==> src/rtl/insn_fetch_unit.sv <==
// insn_fetch_unit
// Fetches 32-bit RV32I instruction words from instruction memory at the
// current PC. Each word is presented on INSN/insn_pc under a valid/ready
// handshake and held until the control unit accepts it. Branch/jump logic
// can redirect the PC at any time. An in-flight memory read that is
// interrupted this way is allowed to finish, and its data is thrown away.
// A misaligned PC or a memory read that never completes raises a sticky
// fetch_err. After that the unit stays in ERR until reset.
//
// Ports:
//   CLK, RST            clock; synchronous active-high reset
//   mem_req/mem_addr    read request and address (address stable while req)
//   mem_ack/mem_rdata   read completion and data (ack ignored unless req)
//   INSN/insn_pc        fetched word and the address it came from
//   insn_valid          INSN/insn_pc valid
//   insn_ready          control unit accepts INSN
//   redirect/redirect_pc  load a new fetch PC
//   fetch_err           sticky error flag
module insn_fetch_unit #(
    parameter logic [31:0] RESET_PC = 32'h0000_0000,
    parameter int          MAX_WAIT = 255
) (
    input  logic        CLK,
    input  logic        RST,
    output logic        mem_req,
    output logic [31:0] mem_addr,
    input  logic        mem_ack,
    input  logic [31:0] mem_rdata,
    output logic [31:0] INSN,
    output logic [31:0] insn_pc,
    output logic        insn_valid,
    input  logic        insn_ready,
    input  logic        redirect,
    input  logic [31:0] redirect_pc,
    output logic        fetch_err
);

    localparam int WAIT_W = (MAX_WAIT < 1) ? 1 : $clog2(MAX_WAIT + 1);
    // The counter reaches MAX_WAIT on the edge where it currently holds
    // MAX_WAIT-1 and the memory still has not acknowledged.
    localparam logic [WAIT_W-1:0] WAIT_LAST = WAIT_W'(MAX_WAIT - 1);
    localparam logic [31:0]       NOP       = 32'h0000_0013;

    typedef enum logic [2:0] {
        S_IDLE,
        S_REQ,
        S_HOLD,
        S_DRAIN,
        S_ERR
    } state_t;

    state_t            state_reg;
    logic [31:0]       pc_reg;
    logic [WAIT_W-1:0] wait_cnt_reg;
    logic              mem_req_reg;
    logic [31:0]       mem_addr_reg;
    logic [31:0]       insn_reg;
    logic [31:0]       insn_pc_reg;
    logic              insn_valid_reg;
    logic              fetch_err_reg;

    logic waiting;
    logic timeout;
    logic redirect_bad;
    logic go_err;

    assign waiting      = mem_req_reg && !mem_ack;
    assign timeout      = waiting && (wait_cnt_reg == WAIT_LAST);
    assign redirect_bad = redirect && (redirect_pc[1:0] != 2'b00);

    // All error sources share one entry path into ERR. A misaligned PC can
    // only be fetched from IDLE, and only when no redirect replaces it.
    assign go_err = (state_reg != S_ERR) &&
                    (redirect_bad || timeout ||
                     ((state_reg == S_IDLE) && !redirect && (pc_reg[1:0] != 2'b00)));

    always_ff @(posedge CLK) begin
        if (RST) begin
            state_reg      <= S_IDLE;
            pc_reg         <= RESET_PC;
            wait_cnt_reg   <= '0;
            mem_req_reg    <= 1'b0;
            mem_addr_reg   <= RESET_PC;
            insn_reg       <= NOP;
            insn_pc_reg    <= 32'h0000_0000;
            insn_valid_reg <= 1'b0;
            fetch_err_reg  <= 1'b0;
        end else begin
            // Counts only outstanding, unacknowledged request cycles. It
            // clears itself whenever a request completes or none is
            // outstanding, which also covers every entry into REQ.
            if (waiting) begin
                wait_cnt_reg <= wait_cnt_reg + 1'b1;
            end else begin
                wait_cnt_reg <= '0;
            end

            if (go_err) begin
                state_reg      <= S_ERR;
                fetch_err_reg  <= 1'b1;
                mem_req_reg    <= 1'b0;
                insn_valid_reg <= 1'b0;
            end else begin
                unique case (state_reg)
                    S_IDLE: begin
                        mem_req_reg <= 1'b1;
                        state_reg   <= S_REQ;
                        if (redirect) begin
                            pc_reg       <= redirect_pc;
                            mem_addr_reg <= redirect_pc;
                        end else begin
                            mem_addr_reg <= pc_reg;
                        end
                    end

                    S_REQ: begin
                        if (redirect) begin
                            pc_reg         <= redirect_pc;
                            insn_valid_reg <= 1'b0;
                            if (mem_ack) begin
                                // The returned word belongs to the old path, so
                                // drop it and start the new fetch at once.
                                mem_addr_reg <= redirect_pc;
                            end else begin
                                // The bus read must still complete at the old
                                // address, so keep the request up until it does.
                                state_reg <= S_DRAIN;
                            end
                        end else if (mem_ack) begin
                            insn_reg       <= mem_rdata;
                            insn_pc_reg    <= pc_reg;
                            insn_valid_reg <= 1'b1;
                            pc_reg         <= pc_reg + 32'd4;
                            mem_req_reg    <= 1'b0;
                            state_reg      <= S_HOLD;
                        end
                    end

                    S_HOLD: begin
                        // A redirect wins over insn_ready. The held word is
                        // discarded, not accepted.
                        if (redirect) begin
                            pc_reg         <= redirect_pc;
                            insn_valid_reg <= 1'b0;
                            mem_req_reg    <= 1'b1;
                            mem_addr_reg   <= redirect_pc;
                            state_reg      <= S_REQ;
                        end else if (insn_valid_reg && insn_ready) begin
                            insn_valid_reg <= 1'b0;
                            mem_req_reg    <= 1'b1;
                            mem_addr_reg   <= pc_reg;
                            state_reg      <= S_REQ;
                        end
                    end

                    S_DRAIN: begin
                        if (redirect) begin
                            pc_reg <= redirect_pc;
                        end
                        if (mem_ack) begin
                            // Discard the stale data. mem_req stays high into
                            // REQ at the latest target.
                            mem_addr_reg <= redirect ? redirect_pc : pc_reg;
                            state_reg    <= S_REQ;
                        end
                    end

                    default: begin
                        state_reg <= S_ERR;
                    end
                endcase
            end
        end
    end

    assign mem_req    = mem_req_reg;
    assign mem_addr   = mem_addr_reg;
    assign INSN       = insn_reg;
    assign insn_pc    = insn_pc_reg;
    assign insn_valid = insn_valid_reg;
    assign fetch_err  = fetch_err_reg;

endmodule

==> config.mk <==
export PLATFORM = sky130hd
export DESIGN_NAME = insn_fetch_unit
export DESIGN_NICKNAME = d
export VERILOG_FILES = /design/src/rtl/insn_fetch_unit.sv
export SDC_FILE = /design/constraint.sdc
export NUM_CORES = 1
export LEC_CHECK = 0
export ABC_AREA = 1
export CAP_MARGIN = 20
export CELL_PAD_IN_SITES_DETAIL_PLACEMENT = 1
export CELL_PAD_IN_SITES_GLOBAL_PLACEMENT = 1
export CORE_ASPECT_RATIO = 0.7
export CORE_MARGIN = 2
export CORE_UTILIZATION = 37
export DETAILED_ROUTE_END_ITERATION = 10
export PLACE_DENSITY_LB_ADDON = 0.1
export SYNTH_ARGS = -nofsm -noshare
export SYNTH_HDL_FRONTEND = slang
export SYNTH_SLANG_ARGS = --single-unit
==> constraint.sdc <==
create_clock -name CLK -period 3.3 [get_ports CLK]
set_input_delay 0.66 -clock CLK [delete_from_list [all_inputs] [get_ports CLK]]
set_output_delay 0.66 -clock CLK [all_outputs]
set_load 0.05 [all_outputs]
# Word-level counts from Yosys, hierarchy flattened
# Cells that the tools add are included.
# W data, S select, Z words.
# classes
mux	28
eq_ne	16
n_reduce_logical	28
n_addsub	2
bitwise_logic	3
# ops
operator	count
$mux W32	8
$pmux W32 S4	1
$pmux W32 S2	1
$add A32 B3 Y32 const B	1
$mux W3	7
$reduce_and A4 Y1	4
$ne A3 B3 Y1 const B	5
$ne A4 B4 Y1 const B	3
$pmux W3 S4	1
$add A8 B1 Y8 const B	1
$eq A8 B8 Y1 const B	1
$mux W1	8
$ne A2 B2 Y1 const B	4
$reduce_bool A2 Y1	4
$logic_and A1 B1 Y1	7
$eq A3 B2 Y1 const B	2
$reduce_and A3 Y1	2
$reduce_and A6 Y1	1
$reduce_bool A4 Y1	1
$reduce_or A2 Y1	2
$eq A3 B1 Y1 const B	1
$logic_not A3 Y1	1
$not A1 Y1	3
$pmux W1 S3	1
other kinds (5)	7
# totals
input_bits	69
wordCells	87
regBits	142
output_inout_bits	99

# Logic depth before layout (Yosys ltp)
# Gate-level depths: netlist of the first run.
# depth
depth_word	8
depth_mapped	13
depth_no_buf	12

# Least setup slack after synthesis of the first run
# Ideal clock, no wire load.
# synth_path
path_kind	input to register
from	input redirect
to	register mem_addr_reg[2], in the netlist mem_addr[2]
setup_ps	114
slack_ps	1569
arrival_time_ps	1617
required_time_ps	3186
cell_stages	13
cell_sequence	buf_6 -> nor2_1 -> nand3_1 -> nand2_1 -> inv_2 -> nand2_1 -> nand2_2 -> nand2_2 -> nor2_8 -> buf_6 -> nand2_1 -> nand2_1 -> nor2_1
# synth_between
elab_chain_cells	7
# synth_rtl
element	line	rtl
start: declaration	33	input logic redirect,
$logic_not A1 Y1	75	((state_reg == S_IDLE) && !redirect && (pc_reg[1:0] != 2'b00)));
$logic_and A1 B1 Y1 (2 in a row)	75	
$logic_or A1 B1 Y1	74	(redirect_bad || timeout ||
$logic_and A1 B1 Y1	73	assign go_err = (state_reg != S_ERR) &&
$not A1 Y1 (no line)	n/a	
$reduce_and A6 Y1 (no line)	n/a	
end signal: assignment	110	mem_addr_reg <= redirect_pc;
end signal: assignment	112	mem_addr_reg <= pc_reg;
end signal: assignment	123	mem_addr_reg <= redirect_pc;
end: declaration	56	logic [31:0] mem_addr_reg;
# Several ways; a longest one is shown, not always the timed one. The select of a mux whose other input is x is not followed.
# A chain may end at the register's enable or synchronous reset.

# Worst setup path after layout of the first run
# layout_path
from	register mem_addr_reg[28], in the netlist mem_addr[28]
to	output mem_addr[28]
# layout_lines
element	line	rtl
end: declaration	26	output logic [31:0] mem_addr,
# No word-level cell between the ends.

==> results of run 1 <==
power breakdown:
group / leakage [nW] / internal, mW / switching (mW) / total, mW
clock: 0.271 / 1.12 / 0.817 / 1.94
sequential: 1.16 / 1.89 / 0.152 / 2.04
combinational: 2.65 / 0.556 / 1.15 / 1.71
total: 4.08 / 3.56 / 2.12 / 5.68
routing by layer:
metal	up-vias	GRT usage (%)
met5	-	0
li1	4114	-
met2	180	40.9
met4	0	8.09
met3	31	4.89
met1	3966	34.2
logic make-up (layout without fill, tap and decap cells):
family,Yosys count,after routing,synth area share [%]
buffers and inverters,160,311,9.75
AO/OA/AOI/OAI,201,201,13.8
adder cells (fa/ha/maj),3,3,0.501
flip-flops,142,142,37.9
XOR/XNOR,2,2,0.234
AND/OR/NAND/NOR,710,710,37.8
path summary, 6_finish.rpt:
check | start | to | slack [ns]
max | mem_addr[28]$_SDFFE_PP0P_ | mem_addr[28] | 0.96
min reg2reg | insn_pc[23]$_SDFFE_PP0P_ | insn_pc[23]$_SDFFE_PP0P_ | 0.47
max reg2reg | state_reg[0]$_SDFFE_PP0P_ | insn_pc[19]$_SDFFE_PP0P_ | 0.96
min | insn_pc[23]$_SDFFE_PP0P_ | insn_pc[23]$_SDFFE_PP0P_ | 0.47
stage by stage:
stage / util, % / setup WS [ns] / power [mW] / hold WS, ns
6_report: 49.6 / 0.961 / 5.68 / 0.466
5_1_grt: 49.6 / 0.685 / 5.97 / 0.483
4_1_cts: 49.6 / 0.970 / 5.72 / 0.467
3_5_place_dp: 46.7 / 0.768 / 3.78 / 0.458
3_3_place_gp: 46.7 / 0.859 / 3.74 / 0.447
2_1_floorplan: - / 1.57 / 3.21 / 0.430
Yosys cell counts (5+ instances only):
| master | number | area, sq um |
|---|---|---|
| sky130_fd_sc_hd__nor3_1 | 8 | 40.0 |
| sky130_fd_sc_hd__dfxtp_1 | 142 | 2840 |
| sky130_fd_sc_hd__buf_2 | 23 | 115 |
| sky130_fd_sc_hd__a21oi_1 | 117 | 586 |
| sky130_fd_sc_hd__o21ai_1 | 7 | 35.0 |
| sky130_fd_sc_hd__o21ai_0 | 67 | 335 |
| sky130_fd_sc_hd__nand3_1 | 60 | 300 |
| sky130_fd_sc_hd__inv_2 | 6 | 22.5 |
| sky130_fd_sc_hd__nor2_2 | 5 | 31.3 |
| sky130_fd_sc_hd__nand2_1 | 436 | 1640 |
| sky130_fd_sc_hd__buf_6 | 9 | 101 |
| sky130_fd_sc_hd__inv_1 | 90 | 338 |
| sky130_fd_sc_hd__clkbuf_1 | 19 | 71.3 |
| sky130_fd_sc_hd__nor2_1 | 183 | 687 |
| sky130_fd_sc_hd__buf_4 | 9 | 67.6 |
area by class of cell:
type	count	area share [%]
Multi-Input combinational cell	916	39.8
Tap cell	270	3.43
Clock inverter	12	1.39
Timing Repair Buffer	183	18.4
Inverter	96	3.66
Sequential cell	142	28.9
Clock buffer	20	4.44
==> impl_summary.txt, run 1 <==
----------------------------------------------------
[Status]
  Status ... finished clean

[Layout]
  Number of non-filler instances in the completed layout ... 1639
  Filler cells ... 2620
  Highest-count cells in the layout ignoring fill and taps ... sky130_fd_sc_hd__nand2_1 (436), sky130_fd_sc_hd__nor2_1 (183), sky130_fd_sc_hd__clkdlybuf4s50_1 (165)
  Diode count ... 0
  Most common library cell in the layout ignoring fill and taps ... sky130_fd_sc_hd__nand2_1
  Layout overhead on the synthesized area ... 31.3%
  Area taken by multi-input logic gates ... 0.00392 sq mm
  Final nets ... 1428
  Sequential standard cell area ... 0.00284 sq mm
  Final non-filler cell area ... 0.00984 sq mm
  Fraction of layout instances using a drive strength above 1 ... 4.67%

[Routing]
  Number of vias per cell ... 5.06
  Detailed-routing iteration count for the pre-antenna-repair pass ... 4
  Routed wire length ... 26.8 mm
  Highest metal layer with signal wires ... met4
  Number of routed nets with antenna violations ... 0
  Met1 Routed Length ... 13.1 mm
  Number of DRC violations after detailed routing ... 0
  Violation count after the first detailed-routing iteration ... 474
  Length of routed met3 wiring ... 1.24 mm
  Total number of vias ... 8291
  Average wire per standard cell ... 16.3 um
  Met2 WL post-DR ... 12.0 mm

[Timing]
  Final period util ... 70.9%
  Fmax ... 428 MHz
  Worst Clk Skew ... 0.0170 ns
  Final Slew Violations ... 0
  Slew @ Worst Pin ... 0.690 ns
  Final min period ... 2.34 ns
  Setup total negative slack ... 0 ns
  Hold Fails Final Rpt ... 0
  Setup violations, final ... 0
  Max transition margin ... 54.0%
  Setup repair after global routing missed its margin ... false

[Min path]
  Type of the tightest min-delay check ... reg -> reg
  Worst Hold Depth ... 2

[Place]
  Final weighted congestion in routability-driven placement ... 0.884
  Buffers added on ports ... 167
  Post-Place Cell Area ... 0.00927 sq mm
  Number of cells after detailed placement ... 1607
  Detailed Place HPWL ... 19.0 mm

[Pwr]
  Leakage ... 4.08 nW
  Maximum vdd drop ... 0.302 mV
  Power per standard cell area ... 577 mW/mm^2

[Clock tree]
  Number of levels the H-tree was split into ... 4
  Number of buffers inserted during clock tree synthesis ... 17
  TritonCTS clock tree ... built
  Post-CTS sizing ... 0
  Hold-fix buffers at CTS ... 0
  Setup repair bufs after CTS ... 0
  Clk slew on worst S/H paths ... 0.06 ns
  Cell chosen for the clock root ... sky130_fd_sc_hd__clkbuf_16
  Clock latency on the worst-skew pair ... 0.44 ns
  Sinks on Clock Net ... 142
  Worst-case clock buffer depth ... 2

[Global route]
  Tot GR Track Use ... 25.3%
  Maximum number of pins on one net before global-route repair ... 60
  GRT overflow ... 0
  Number of antenna violations at the first check in global routing ... 0
  Vias in the first global route ... 8170
  First-pass GRT wire length ... 42.8 mm

[Setup path]
  Total number of cells along the worst setup path ... 1
  Worst path cell trace ... clkdlybuf4s50_1
  Buf/Inv on CP ... 1
  Critical Setup Path Class ... reg -> out
  Slowest stage cell on the critical path ... sky130_fd_sc_hd__clkdlybuf4s50_1
  Number of cells on the worst reg-to-reg path ... 9
  Critical Path Fanout Max ... 2
  Cell family with most CP delay ... buffers and inverters
  Arrival time worst endpoint ... 1.68 ns
  Max incr delay on CP ... 0.86 ns
  Data required, critical path ... 2.64 ns
  Critical Path End Type ... output port
  Type of element launching the critical path ... flip-flop

[Floorplanning]
  Die outline area ... 0.0214 sq mm
  Die boundary width ... 174 um
  Standard-cell row count ... 43
  Core Area ... 0.0199 sq mm
  Top-level port count ... 168
  Initial standard-cell utilization of the core ... 37.7%
  Die Y-Extent ... 123 um

[Logic synthesis]
  Synth Cell Area ... 0.00749 sq mm
  Synth warn ... 0
  Share of flip-flops with an asynchronous set or reset after synthesis ... 0%
  Primary flip-flop cell chosen by synthesis mapping ... sky130_fd_sc_hd__dfxtp_1
  Number of library cell types mapped by synthesis ... 34
  Post-synth net total ... 1290
  Number of flops mapped to enable cells by yosys ... 0
  Register bit count reported by yosys ... 142
  Post-Synthesis Mean Instance Area ... 6.15 sq um
  Post-synthesis sequential area ratio ... 37.9%
  Gate count of the mapped netlist ... 1218

[Flow run]
  Number of violations of the max-capacitance limit ... 0

----------------------------------------------------
(Power assumes the default switching activity.)
==> inputs of run 2 (changes only) <==
--- a/config.mk
+++ b/config.mk
@@ -11,7 +11,7 @@
 export CELL_PAD_IN_SITES_GLOBAL_PLACEMENT = 1
 export CORE_ASPECT_RATIO = 0.7
 export CORE_MARGIN = 2
-export CORE_UTILIZATION = 37
+export CORE_UTILIZATION = 31
 export DETAILED_ROUTE_END_ITERATION = 10
 export PLACE_DENSITY_LB_ADDON = 0.1
 export SYNTH_ARGS = -nofsm -noshare
==> constraint.sdc (replaced) <==
create_clock -name CLK -period 1.9 [get_ports CLK]
set_input_delay 0.38 -clock CLK [delete_from_list [all_inputs] [get_ports CLK]]
set_output_delay 0.38 -clock CLK [all_outputs]
set_load 0.05 [all_outputs]
==> impl_summary.txt, run 2 (synthesis gave the netlist of run 1 again) <==
----------------------------------------------------
[Status]
  Status ... finished clean

[Clock tree]
  TritonCTS clock tree ... built
  Cell chosen for the clock root ... sky130_fd_sc_hd__clkbuf_16
  Number of levels the H-tree was split into ... 4 (unchanged)
  Number of buffers inserted during clock tree synthesis ... 17 (unchanged)
  Clk slew on worst S/H paths ... 0.06 ns (about the same)
  Worst-case clock buffer depth ... 2 (unchanged)
  Sinks on Clock Net ... 142 (unchanged)
  Clock latency on the worst-skew pair ... 0.43 ns (about the same)
  Hold-fix buffers at CTS ... 0 (unchanged)

[Global route]
  Tot GR Track Use ... 22.3% (-3.0 points)
  First-pass GRT wire length ... 44.4 mm (+3.8%)
  Maximum number of pins on one net before global-route repair ... 60 (unchanged)
  Vias in the first global route ... 8099 (-0.87%)
  Number of antenna violations at the first check in global routing ... 0 (unchanged)
  GRT overflow ... 0 (unchanged)

[Pwr]
  Leakage ... 4.64 nW (+14%)
  Power per standard cell area ... 1010 mW/mm^2 (+76%)
  Overall power after layout ... 10.4 mW (+83%)
  Maximum vdd drop ... 0.574 mV (+90%)

[Timing]
  Worst Clk Skew ... 0.00897 ns (-0.00801 ns)
  Final Slew Violations ... 0 (unchanged)
  Setup violations, final ... 0 (unchanged)
  Slew @ Worst Pin ... 0.706 ns (+0.0159 ns)
  Final period util ... 92.9%
  Fmax ... 567 MHz
  Hold Fails Final Rpt ... 0 (unchanged)
  Final worst setup slack ... 0.135 ns (-0.826 ns)
  Max transition margin ... 52.9% (-1.1 points)
  Final min period ... 1.76 ns
  Setup total negative slack ... 0 ns (unchanged)

[Layout]
  Filler cells ... 3101 (+18%)
  Fraction of layout instances using a drive strength above 1 ... 12.8% (+8.1 points)
  Diode count ... 0 (unchanged)
  Layout overhead on the synthesized area ... 36.7%
  Final non-filler cell area ... 0.0102 sq mm (+4.1%)
  Highest-count cells in the layout ignoring fill and taps ... sky130_fd_sc_hd__nand2_1 (433), sky130_fd_sc_hd__nor2_1 (181), sky130_fd_sc_hd__dfxtp_1 (141)
  Final nets ... 1473 (+3.2%)
  Most common library cell in the layout ignoring fill and taps ... sky130_fd_sc_hd__nand2_1

[Routing]
  Number of DRC violations after detailed routing ... 0 (unchanged)
  Total number of vias ... 8309 (+0.22%)
  Violation count after the first detailed-routing iteration ... 397 (-16%)
  Number of vias per cell ... 4.80 (-5.1%)
  Number of routed nets with antenna violations ... 0 (unchanged)
  Average wire per standard cell ... 16.3 um (-0.60%)
  Detailed-routing iteration count for the pre-antenna-repair pass ... 5 (+1)
  Routed wire length ... 28.1 mm (+5.0%)

[Floorplanning]
  Standard-cell row count ... 47 (+9.3%)
  Die Y-Extent ... 134 um (+9.0%)
  Die boundary width ... 190 um (+9.0%)
  Core Area ... 0.0237 sq mm (+19%)
  Initial standard-cell utilization of the core ... 31.6% (-6.1 points)
  Top-level port count ... 168 (unchanged)
  Die outline area ... 0.0254 sq mm (+19%)

[Setup path]
  Cell family with most CP delay ... simple AND/OR/NAND/NOR gates
  Reg-to-reg startpoint ... state_reg[2]$_SDFFE_PP0P_
  Type of element launching the critical path ... flip-flop
  Number of cells on the worst reg-to-reg path ... 10 (+1)
  Max incr delay on CP ... 0.46 ns (-0.40 ns)
  Arrival time worst endpoint ... 2.05 ns (+0.37 ns)
  Endpoint of the worst-slack reg-to-reg timing path ... pc_reg[1]$_SDFFE_PP0P_
  Worst path cell trace ... nor2_1 -> nand3_1 -> nand2_1 -> inv_2 -> nand4_1 -> buf_4 -> nor2_4 -> nand2_1 -> o21ai_0 -> nor2_1
  Critical Path Fanout Max ... 5 (+3)
  Critical Path End Type ... flip-flop
  Slowest stage cell on the critical path ... sky130_fd_sc_hd__dfxtp_1
  Buf/Inv on CP ... 2 (+1)
  Critical Setup Path Class ... reg -> reg
  Data required, critical path ... 2.18 ns (-0.46 ns)
  Worst-case register-to-register setup slack ... 0.14 ns (-0.83 ns)

[Place]
  Setup Slack @ Placement ... -0.271 ns (-1.04 ns)
  Buffers added on ports ... 167 (unchanged)
  Detailed Place HPWL ... 20.6 mm (+8.6%)
  Final weighted congestion in routability-driven placement ... 0.858 (-2.9%)
  Post-Place Cell Area ... 0.00958 sq mm (+3.4%)

[Min path]
  End of the worst hold path ... mem_addr[0]$_SDFFE_PP0P_
  Worst Hold Depth ... 4 (+2)
  Startpoint of the most critical hold path ... RST
  Type of the tightest min-delay check ... in -> reg

[Flow run]
  Number of violations of the max-capacitance limit ... 0 (unchanged)

----------------------------------------------------
## run 2: worst max-delay path by stage
stage / from / to / slack (ns) / depth (start not counted)
2_1_floorplan: insn_valid$_SDFFE_PP0P_ / mem_addr[2]$_SDFFE_PP0P_ / 0.25 / 10
3_3_place_gp: redirect_pc[0] / pc_reg[13]$_SDFFE_PP0P_ / -0.20 / 12
3_5_place_dp: redirect_pc[0] / pc_reg[13]$_SDFFE_PP0P_ / -0.27 / 12
4_1_cts: wait_cnt_reg[0]$_SDFF_PP0_ / pc_reg[13]$_SDFFE_PP0P_ / 0.04 / 10
5_1_grt: wait_cnt_reg[0]$_SDFF_PP0_ / pc_reg[1]$_SDFFE_PP0P_ / -0.02 / 10
6_report: state_reg[2]$_SDFFE_PP0P_ / pc_reg[1]$_SDFFE_PP0P_ / 0.14 / 10
## run 2: layout make-up
class                      count  area, sq um  share of cell area, %
clock buffer                  25          485                   4.74
inverter                      96          360                   3.52
tap                          318          398                   3.89
sequential                   142         2840                   27.8
timing repair buffer         228         2040                   20.0
multi-input combinational    916         3950                   38.6
clock inverter                 6          155                   1.52
## run 2: timing repair
item,in CTS,in global routing
pin swaps,0,1
resized for setup,32,12
setup buffers,0,2
endpoints found under the setup margin,32,81
## run 2: power breakdown
part	internal, mW	switching [mW]	total (mW)
sequential	3.28	0.242	3.52
combinational	1.05	2.08	3.13
clock	2.43	1.31	3.74
## run 2: routing by layer
metal	vias up	share of wire (%)	GRT usage, %
li1	4204	-	-
met1	3924	51	31.9
met2	167	44	35.1
met3	14	4.0	3.72
met4	0	0.78	4.95
met5	-	0	0
## run 2: worst min-delay path, cell delays in order
cell and delay, ns:
sky130_fd_sc_hd__buf_2 0.10, sky130_fd_sc_hd__inv_2 0.12, sky130_fd_sc_hd__nand2_1 0.10, sky130_fd_sc_hd__nor2_1 0.03
## run 2: through the flow
stage	util [%]	cells	hold WS, ns
floorplan	-	1218	0.430
finish	43.2	1731	0.342
global placement	40.4	1698	0.446
detailed placement	40.4	1698	0.443
global route	43.2	1731	0.347
CTS	43.0	1729	0.328
